`config.mk`:
```
export PLATFORM = sky130hd
export DESIGN_NAME = car_sequencer_flat
export DESIGN_NICKNAME = d
export VERILOG_FILES = /design/src/rtl/car_sequencer_if.sv /design/src/rtl/car_sequencer.sv /design/src/flat_wrapper.sv
export SDC_FILE = /design/constraint.sdc
export NUM_CORES = 1
export LEC_CHECK = 0
export ABC_AREA = 1
export CAP_MARGIN = 40
export CELL_PAD_IN_SITES_DETAIL_PLACEMENT = 0
export CELL_PAD_IN_SITES_GLOBAL_PLACEMENT = 1
export CORE_MARGIN = 2
export CORE_UTILIZATION = 25
export DETAILED_ROUTE_END_ITERATION = 10
export PLACE_DENSITY_LB_ADDON = 0.1
export SLEW_MARGIN = 20
export SYNTH_ARGS = -nofsm -noshare
export SYNTH_HDL_FRONTEND = slang
export SYNTH_SLANG_ARGS = --single-unit
```
`constraint.sdc`:
```
create_clock -name clk -period 2.1 [get_ports clk]
set_clock_uncertainty 0.2 [all_clocks]
set_input_delay 0.315 -clock clk [delete_from_list [all_inputs] [get_ports clk]]
set_output_delay 0.315 -clock clk [all_outputs]
set_load 0.005 [all_outputs]
```
`src/rtl/car_sequencer_if.sv`:
```
// Handshake/bus bundle between the microsequencer and its environment.
// master drives memory data and qualifiers; slave returns CAR/IR and pulses.
interface car_sequencer_if #(
    parameter int CAR_BITS = 6
);
    logic [15:0]         mdb_in;
    logic                stall;
    logic                int_req;
    logic [CAR_BITS-1:0] car;
    logic [15:0]         ir;
    logic                int_ack;
    logic                instr_done;
    logic                illegal;

    modport master (
        output mdb_in, stall, int_req,
        input  car, ir, int_ack, instr_done, illegal
    );

    modport slave (
        input  mdb_in, stall, int_req,
        output car, ir, int_ack, instr_done, illegal
    );
endinterface

```
`src/rtl/car_sequencer.sv`:
```
// Microsequencer: owns IR and CAR, walks the micro-step sequence of each
// instruction and inserts the interrupt entry sequence at boundaries.
module car_sequencer #(
    parameter int CAR_BITS = 6
) (
    input  logic            clk,
    input  logic            rst,
    car_sequencer_if.slave  bus
);

    typedef logic [CAR_BITS-1:0] car_t;

    typedef enum logic [1:0] {
        SRC_REG,
        SRC_IDX,
        SRC_IND
    } src_t;

    localparam car_t CAR_0     = car_t'(0);
    localparam car_t REG_REG   = car_t'(1);
    localparam car_t REG_IDX0  = car_t'(2);
    localparam car_t IND_REG0  = car_t'(6);
    localparam car_t IND_IDX0  = car_t'(8);
    localparam car_t IDX_REG0  = car_t'(13);
    localparam car_t IDX_IDX0  = car_t'(16);
    localparam car_t OP1_REG   = car_t'(22);
    localparam car_t OP1_IND0  = car_t'(23);
    localparam car_t OP1_IDX0  = car_t'(26);
    localparam car_t PUSH_REG0 = car_t'(30);
    localparam car_t PUSH_IND0 = car_t'(33);
    localparam car_t PUSH_IDX0 = car_t'(36);
    localparam car_t CALL_REG0 = car_t'(40);
    localparam car_t CALL_IND0 = car_t'(43);
    localparam car_t CALL_IDX0 = car_t'(46);
    localparam car_t RETI0     = car_t'(50);
    localparam car_t INT0      = car_t'(52);
    localparam car_t INT4      = car_t'(56);
    localparam car_t JMP       = car_t'(57);
    localparam car_t CAR_LAST  = car_t'(57);

    // Constant-generator encodings (R3 any mode, R2 @/@+) read as register.
    // R2 indexed is absolute and PC @+ is immediate, so those keep their class.
    function automatic src_t src_class(input logic [1:0] as_f,
                                       input logic [3:0] r);
        if (r == 4'd3 || (r == 4'd2 && as_f[1]))
            return SRC_REG;
        case (as_f)
            2'b00:   return SRC_REG;
            2'b01:   return SRC_IDX;
            default: return SRC_IND;
        endcase
    endfunction

    function automatic car_t pick(input src_t s, input car_t r,
                                  input car_t n, input car_t x);
        case (s)
            SRC_IDX: return x;
            SRC_IND: return n;
            default: return r;
        endcase
    endfunction

    // Final step of every instruction sequence (INT4 handled separately).
    function automatic logic is_last(input car_t c);
        case (int'(c))
            1, 5, 7, 12, 15, 21, 22, 25, 29,
            32, 35, 39, 42, 45, 49, 51, 57: return 1'b1;
            default:                        return 1'b0;
        endcase
    endfunction

    car_t        car_q, car_d;
    logic [15:0] ir_q, ir_d;
    logic        int_ack_q, int_ack_d;
    logic        done_q, done_d;
    logic        illegal_q, illegal_d;

    car_t        dec_car;
    logic        dec_bad;
    src_t        src_fi;
    src_t        src_op;

    // Decode the word on the bus into the first step of its sequence.
    always_comb begin
        dec_car = CAR_0;
        dec_bad = 1'b0;
        src_fi  = src_class(bus.mdb_in[5:4], bus.mdb_in[11:8]);
        src_op  = src_class(bus.mdb_in[5:4], bus.mdb_in[3:0]);
        if (bus.mdb_in[15:13] == 3'b001) begin
            dec_car = JMP;
        end else if (bus.mdb_in[15:10] == 6'b000100) begin
            case (bus.mdb_in[9:7])
                3'b000, 3'b001, 3'b010, 3'b011:
                    dec_car = pick(src_op, OP1_REG, OP1_IND0, OP1_IDX0);
                3'b100:
                    dec_car = pick(src_op, PUSH_REG0, PUSH_IND0, PUSH_IDX0);
                3'b101:
                    dec_car = pick(src_op, CALL_REG0, CALL_IND0, CALL_IDX0);
                3'b110:
                    dec_car = RETI0;
                default:
                    dec_bad = 1'b1;
            endcase
        end else if (bus.mdb_in[15:12] >= 4'd4) begin
            if (bus.mdb_in[7])
                dec_car = pick(src_fi, REG_IDX0, IND_IDX0, IDX_IDX0);
            else
                dec_car = pick(src_fi, REG_REG, IND_REG0, IDX_REG0);
        end else begin
            dec_bad = 1'b1;
        end
    end

    // Next CAR/IR and the pulses that accompany this edge.
    always_comb begin
        car_d     = car_q;
        ir_d      = ir_q;
        int_ack_d = 1'b0;
        done_d    = 1'b0;
        illegal_d = 1'b0;
        if (!bus.stall) begin
            if (car_q == CAR_0) begin
                ir_d      = bus.mdb_in;
                car_d     = dec_car;
                illegal_d = dec_bad;
            end else if (car_q == INT4) begin
                car_d     = CAR_0;
                int_ack_d = 1'b1;
            end else if (car_q > CAR_LAST) begin
                car_d = CAR_0;
            end else if (is_last(car_q)) begin
                done_d = 1'b1;
                car_d  = bus.int_req ? INT0 : CAR_0;
            end else begin
                car_d = car_q + car_t'(1);
            end
        end
    end

    // State and registered pulse outputs.
    always_ff @(posedge clk or posedge rst) begin
        if (rst) begin
            car_q     <= CAR_0;
            ir_q      <= 16'h0000;
            int_ack_q <= 1'b0;
            done_q    <= 1'b0;
            illegal_q <= 1'b0;
        end else begin
            car_q     <= car_d;
            ir_q      <= ir_d;
            int_ack_q <= int_ack_d;
            done_q    <= done_d;
            illegal_q <= illegal_d;
        end
    end

    assign bus.car        = car_q;
    assign bus.ir         = ir_q;
    assign bus.int_ack    = int_ack_q;
    assign bus.instr_done = done_q;
    assign bus.illegal    = illegal_q;

endmodule

```
`src/flat_wrapper.sv`:
```
// flat-port wrapper written by rule: the top's interface ports become plain ports
module car_sequencer_flat 
#(
    parameter int CAR_BITS = 6
)
  (clk, rst, bus_mdb_in, bus_stall, bus_int_req, bus_car, bus_ir, bus_int_ack, bus_instr_done, bus_illegal);
  car_sequencer_if #(.CAR_BITS(CAR_BITS)) bus_i ();
  input  logic clk;
  input  logic rst;
  input wire logic [$bits(bus_i.mdb_in)-1:0] bus_mdb_in;
  input wire logic [$bits(bus_i.stall)-1:0] bus_stall;
  input wire logic [$bits(bus_i.int_req)-1:0] bus_int_req;
  output wire logic [$bits(bus_i.car)-1:0] bus_car;
  output wire logic [$bits(bus_i.ir)-1:0] bus_ir;
  output wire logic [$bits(bus_i.int_ack)-1:0] bus_int_ack;
  output wire logic [$bits(bus_i.instr_done)-1:0] bus_instr_done;
  output wire logic [$bits(bus_i.illegal)-1:0] bus_illegal;
  assign bus_i.mdb_in = bus_mdb_in;
  assign bus_i.stall = bus_stall;
  assign bus_i.int_req = bus_int_req;
  assign bus_car = bus_i.car;
  assign bus_ir = bus_i.ir;
  assign bus_int_ack = bus_i.int_ack;
  assign bus_instr_done = bus_i.instr_done;
  assign bus_illegal = bus_i.illegal;
  car_sequencer #(.CAR_BITS(CAR_BITS)) u_core (.clk(clk), .rst(rst), .bus(bus_i));
endmodule
```
==> report_table.html <==
<table>
<tr><th>Metric</th><th>Value</th></tr>
<tr><th colspan="2">Status</th></tr>
<tr><td>Outcome</td><td>finished clean</td></tr>
<tr><th colspan="2">Floorplan</th></tr>
<tr><td>Floorplan die width</td><td>between 80 and 90 microns</td></tr>
<tr><td>Placement Rows</td><td>30</td></tr>
<tr><td>Number of top-level pins</td><td>45</td></tr>
<tr><td>Placeable core area</td><td>roughly 6700 sq um</td></tr>
<tr><td>Initial standard-cell utilization of the core</td><td>approximately a quarter</td></tr>
<tr><td>Die H</td><td>between 80 and 90 microns</td></tr>
<tr><td>Floorplan die area</td><td>approximately 7500 sq um</td></tr>
<tr><th colspan="2">Global routing</th></tr>
<tr><td>First-pass GRT wire length</td><td>between 7000 and 8000 microns</td></tr>
<tr><td>Remaining global-route overflow</td><td>0</td></tr>
<tr><td>Tot GR Track Use</td><td>13.20%</td></tr>
<tr><td>Largest net degree at the start of global routing</td><td>27</td></tr>
<tr><td>Number of antenna violations at the first check in global routing</td><td>0</td></tr>
<tr><td>Number of global-route vias before repair</td><td>roughly 1700</td></tr>
<tr><th colspan="2">Drt</th></tr>
<tr><td>Antenna violation net count after detailed routing</td><td>0</td></tr>
<tr><td>DRC violation total after the first TritonRoute iteration</td><td>54</td></tr>
<tr><td>Total length of routed wires</td><td>~4700 microns</td></tr>
<tr><td>Avg Vias per Cell</td><td>~4.4</td></tr>
<tr><td>First-pass DRT Iterations</td><td>4</td></tr>
<tr><td>Wire length per cell</td><td>12.42 microns</td></tr>
<tr><td>Count of unresolved DRC violations after routing</td><td>0</td></tr>
<tr><td>DR vias</td><td>~1700</td></tr>
<tr><th colspan="2">Clocking</th></tr>
<tr><td>Number of buffers added to fix hold violations after cts</td><td>0</td></tr>
<tr><td>CTS buffer count</td><td>3</td></tr>
<tr><td>CTS clk-pin slew, worst paths</td><td>roughly 0.09 ns</td></tr>
<tr><td>CTS Buffer Depth</td><td>2</td></tr>
<tr><td>TritonCTS clock tree</td><td>yes</td></tr>
<tr><td>Root cell of the clock tree</td><td>sky130_fd_sc_hd__clkbuf_8</td></tr>
<tr><td>Clock latency of the later-clocked register in the worst-skew pair</td><td>between 0.2 and 0.3 ns</td></tr>
<tr><td>H-tree lvl count</td><td>1</td></tr>
<tr><td>Number of sinks handled by clock tree synthesis</td><td>25</td></tr>
<tr><th colspan="2">Pwr</th></tr>
<tr><td>Largest vdd supply drop</td><td>about 0.00036 V</td></tr>
<tr><td>Static power due to leakage</td><td>approximately 1.3 nW</td></tr>
<tr><td>Power per cell area</td><td>1027 nW/um^2</td></tr>
<tr><th colspan="2">Cells and area</th></tr>
<tr><td>Cell area after layout</td><td>approximately 2500 sq um</td></tr>
<tr><td>Diode count</td><td>0</td></tr>
<tr><td>Share of layout cells above drive strength 1</td><td>between 10% and 20%</td></tr>
<tr><td>Number of nets in the layout</td><td>about 330</td></tr>
<tr><td>Filler Cell Count</td><td>about 750</td></tr>
<tr><td>Synthesis-to-layout area growth</td><td>44.89%</td></tr>
<tr><th colspan="2">Placement</th></tr>
<tr><td>Post-Place Cell Area</td><td>between 2000 and 2500 sq um</td></tr>
<tr><td># port buffers</td><td>44</td></tr>
<tr><td>Final estimated routing congestion in global placement</td><td>0.7713</td></tr>
<tr><td>Worst slack after detailed placement</td><td>-0.3398 ns</td></tr>
<tr><td>HPWL after DPL</td><td>approximately 3700 microns</td></tr>
<tr><th colspan="2">STA</th></tr>
<tr><td>Total Negative Setup Slacks</td><td>0 ns</td></tr>
<tr><td>Final count of pins violating max slew</td><td>0</td></tr>
<tr><td>Achievable clock frequency</td><td>506.9 MHz</td></tr>
<tr><td>Finish-stage setup viols</td><td>0</td></tr>
<tr><td>PnR worst setup slack</td><td>between 0.1 and 0.15 ns</td></tr>
<tr><td>Final count of hold timing violations</td><td>0</td></tr>
<tr><td>Setup repair after global routing missed its margin</td><td>false</td></tr>
<tr><td>Worst Hold Slack</td><td>roughly 0.087 ns</td></tr>
<tr><td>Final critical-path share of the clock period</td><td>93.94%</td></tr>
<tr><td>Clock period minus final worst setup slack</td><td>1.973 ns</td></tr>
<tr><td>Worst-margin pin slew</td><td>between 0.4 and 0.5 ns</td></tr>
<tr><td>Worst slew margin relative to its limit</td><td>69.70%</td></tr>
<tr><th colspan="2">Synth</th></tr>
<tr><td>Async set or reset register ratio after synthesis</td><td>between 90% and 100%</td></tr>
<tr><td>Share of the synthesized area in the top cell type</td><td>a little under two fifths</td></tr>
<tr><td>Syn Nets</td><td>about 270</td></tr>
<tr><td>Dominant cell type by area after synthesis</td><td>sky130_fd_sc_hd__dfrtp_1</td></tr>
<tr><td>Cell area after synthesis</td><td>~1700 sq um</td></tr>
<tr><td>Primary FF master, synth</td><td>sky130_fd_sc_hd__dfrtp_1</td></tr>
<tr><td>Number of standard cells after synthesis</td><td>roughly 240</td></tr>
<tr><td>Post-synthesis area per instance</td><td>7.216 sq um</td></tr>
<tr><td>Synth area leaders</td><td>sky130_fd_sc_hd__dfrtp_1 (37%), sky130_fd_sc_hd__nand2_1 (15%), sky130_fd_sc_hd__inv_1 (6.8%)</td></tr>
<tr><td>Total number of yosys warnings</td><td>0</td></tr>
<tr><td>Count of state elements after synthesis</td><td>25</td></tr>
<tr><td>Most instantiated library cell after synthesis</td><td>sky130_fd_sc_hd__nand2_1</td></tr>
<tr><td>Share of the yosys chip area belonging to registers</td><td>about 37%</td></tr>
<tr><td>Post-synth EDFFs</td><td>0</td></tr>
<tr><td>Post-synth top cells</td><td>sky130_fd_sc_hd__nand2_1 (70), sky130_fd_sc_hd__inv_1 (31), sky130_fd_sc_hd__dfrtp_1 (25), sky130_fd_sc_hd__nand3_1 (21), sky130_fd_sc_hd__nor2_1 (16)</td></tr>
<tr><td>Number of library cell types mapped by synthesis</td><td>32</td></tr>
<tr><th colspan="2">Setup path</th></tr>
<tr><td>Cell type of the slowest stage on the worst timing path</td><td>sky130_fd_sc_hd__dfrtp_1</td></tr>
<tr><td>Cells traversed along the worst timing path</td><td>clkdlybuf4s50_1</td></tr>
<tr><td>CP arrival</td><td>1.46 ns</td></tr>
<tr><td>Highest fanout seen on the critical path</td><td>10</td></tr>
<tr><td>Count of buffer and inverter cells on the critical path</td><td>1</td></tr>
<tr><td>Kind of end point of the critical path</td><td>output pin</td></tr>
<tr><td>Critical path's largest stage delay</td><td>0.60 ns</td></tr>
<tr><td>Reg-to-reg startpoint</td><td>u_core.bus.car[0]</td></tr>
<tr><td>Critical setup path kind</td><td>reg -&gt; out</td></tr>
<tr><td>Worst Setup Start Kind</td><td>register</td></tr>
<tr><td>Worst path top cell family by delay</td><td>flip-flops</td></tr>
<tr><td>Critical path origin</td><td>u_core.bus.car[3]</td></tr>
<tr><td>Required time worst endpoint</td><td>1.58 ns</td></tr>
<tr><th colspan="2">Hold path</th></tr>
<tr><td>Path type of the worst min-delay path</td><td>in -&gt; reg</td></tr>
<tr><td>Startpoint of the worst hold path</td><td>bus_mdb_in[10]</td></tr>
<tr><th colspan="2">Run</th></tr>
<tr><td>Max-capacitance violation count</td><td>0</td></tr>
</table>
## per-stage QoR
stage / instances / utilization (%) / power [mW]
6_report: 378 / 36.93 / 2.534
5_1_grt: 378 / 36.93 / 2.793
4_1_cts: 376 / 35.82 / 2.558
3_5_place_dp: 372 / 34.87 / 2.245
3_3_place_gp: 372 / 34.87 / 2.249
2_1_floorplan: 236 / - / 1.594
## cells in the final DEF, fill, tap and decap left out, types with 2 or more instances in the layout
cell type                         instances
sky130_fd_sc_hd__nand2_1                 68
sky130_fd_sc_hd__clkdlybuf4s50_1         36
sky130_fd_sc_hd__dfrtp_1                 25
sky130_fd_sc_hd__inv_1                   24
sky130_fd_sc_hd__nand3_1                 20
sky130_fd_sc_hd__buf_4                   20
sky130_fd_sc_hd__o21ai_1                 15
sky130_fd_sc_hd__nor2_1                  14
sky130_fd_sc_hd__inv_2                   11
sky130_fd_sc_hd__a21oi_1                  7
sky130_fd_sc_hd__dlymetal6s2s_1           7
sky130_fd_sc_hd__ha_1                     6
sky130_fd_sc_hd__nor2_4                   4
sky130_fd_sc_hd__o21ai_0                  4
sky130_fd_sc_hd__nand2_2                  3
sky130_fd_sc_hd__nor2_2                   3
sky130_fd_sc_hd__xor2_1                   3
sky130_fd_sc_hd__clkbuf_8                 3
sky130_fd_sc_hd__nand3_2                  2
sky130_fd_sc_hd__nor3_1                   2
sky130_fd_sc_hd__nand4_1                  2
sky130_fd_sc_hd__o211ai_1                 2
sky130_fd_sc_hd__a21oi_2                  2
sky130_fd_sc_hd__ha_4                     2
## logic make-up (layout without fill, tap and decap cells)
kind of cell,count (synthesis),in the layout,share of synthesized area (%)
AND/OR/NAND/NOR,122,122,32.55
buffers and inverters,43,105,11.39
AO/OA/AOI/OAI,33,33,10.65
flip-flops,25,25,36.74
adder cells (fa/ha/maj),9,9,6.613
XOR/XNOR,4,4,2.058
## layout make-up
| type | count | area [sq um] | share of cell area, % |
|---|---|---|---|
| clock inverters | 1 | 5.005 | 0.2028 |
| inverters | 36 | 137.6 | 5.578 |
| clock buffers | 3 | 41.29 | 1.673 |
| flip-flops and latches | 25 | 625.6 | 25.35 |
| repair buffers | 65 | 618.1 | 25.05 |
| well taps | 80 | 100.1 | 4.057 |
| multi-input cells | 168 | 939.7 | 38.08 |
## final timing paths
kind / slack [ns] / cells past startpoint / to
setup / recovery: 0.13 / 1 / bus_car[3]
hold / removal: 0.09 / 3 / u_core.bus.ir[10]
setup reg to reg: 0.23 / 14 / u_core.bus.car[2]
hold reg to reg: 0.28 / 2 / u_core.bus.ir[14]
max in group asynchronous: 1.26 / 3 / u_core.bus.car[1]
min in group asynchronous: 0.19 / 3 / u_core.bus.ir[6]
## per-layer routing
metal | part of all wire [%] | vias to the layer above | global-route usage [%]
li1 | - | 870 | -
met1 | 47 | 753 | 17.76
met2 | 49 | 31 | 22.52
met3 | 2.8 | 2 | 1.810
met4 | 0.85 | 0 | 2.983
met5 | 0 | - | 0
## what timing repair did
action | CTS | global route
pin swaps | 6 | 9
endpoints found under the setup margin | 3 | 6
setup buffers | 0 | 2
resized for setup | 5 | 26
## state kept, by name (all words and copies together) (netlist names)
name                   flops
u_core.bus.int_ack         1
u_core.bus.car             6
u_core.bus.instr_done      1
u_core.bus.ir             16
u_core.bus.illegal         1
## where the power goes
part | switching (mW) | internal, mW | leakage [nW] | total [mW]
Combinational | 0.677 | 0.721 | 0.909 | 1.40
Clock | 0.162 | 0.133 | 0.0255 | 0.295
Sequential | 0.167 | 0.674 | 0.317 | 0.842
Note: power is estimated with default switching activity, not from simulation.
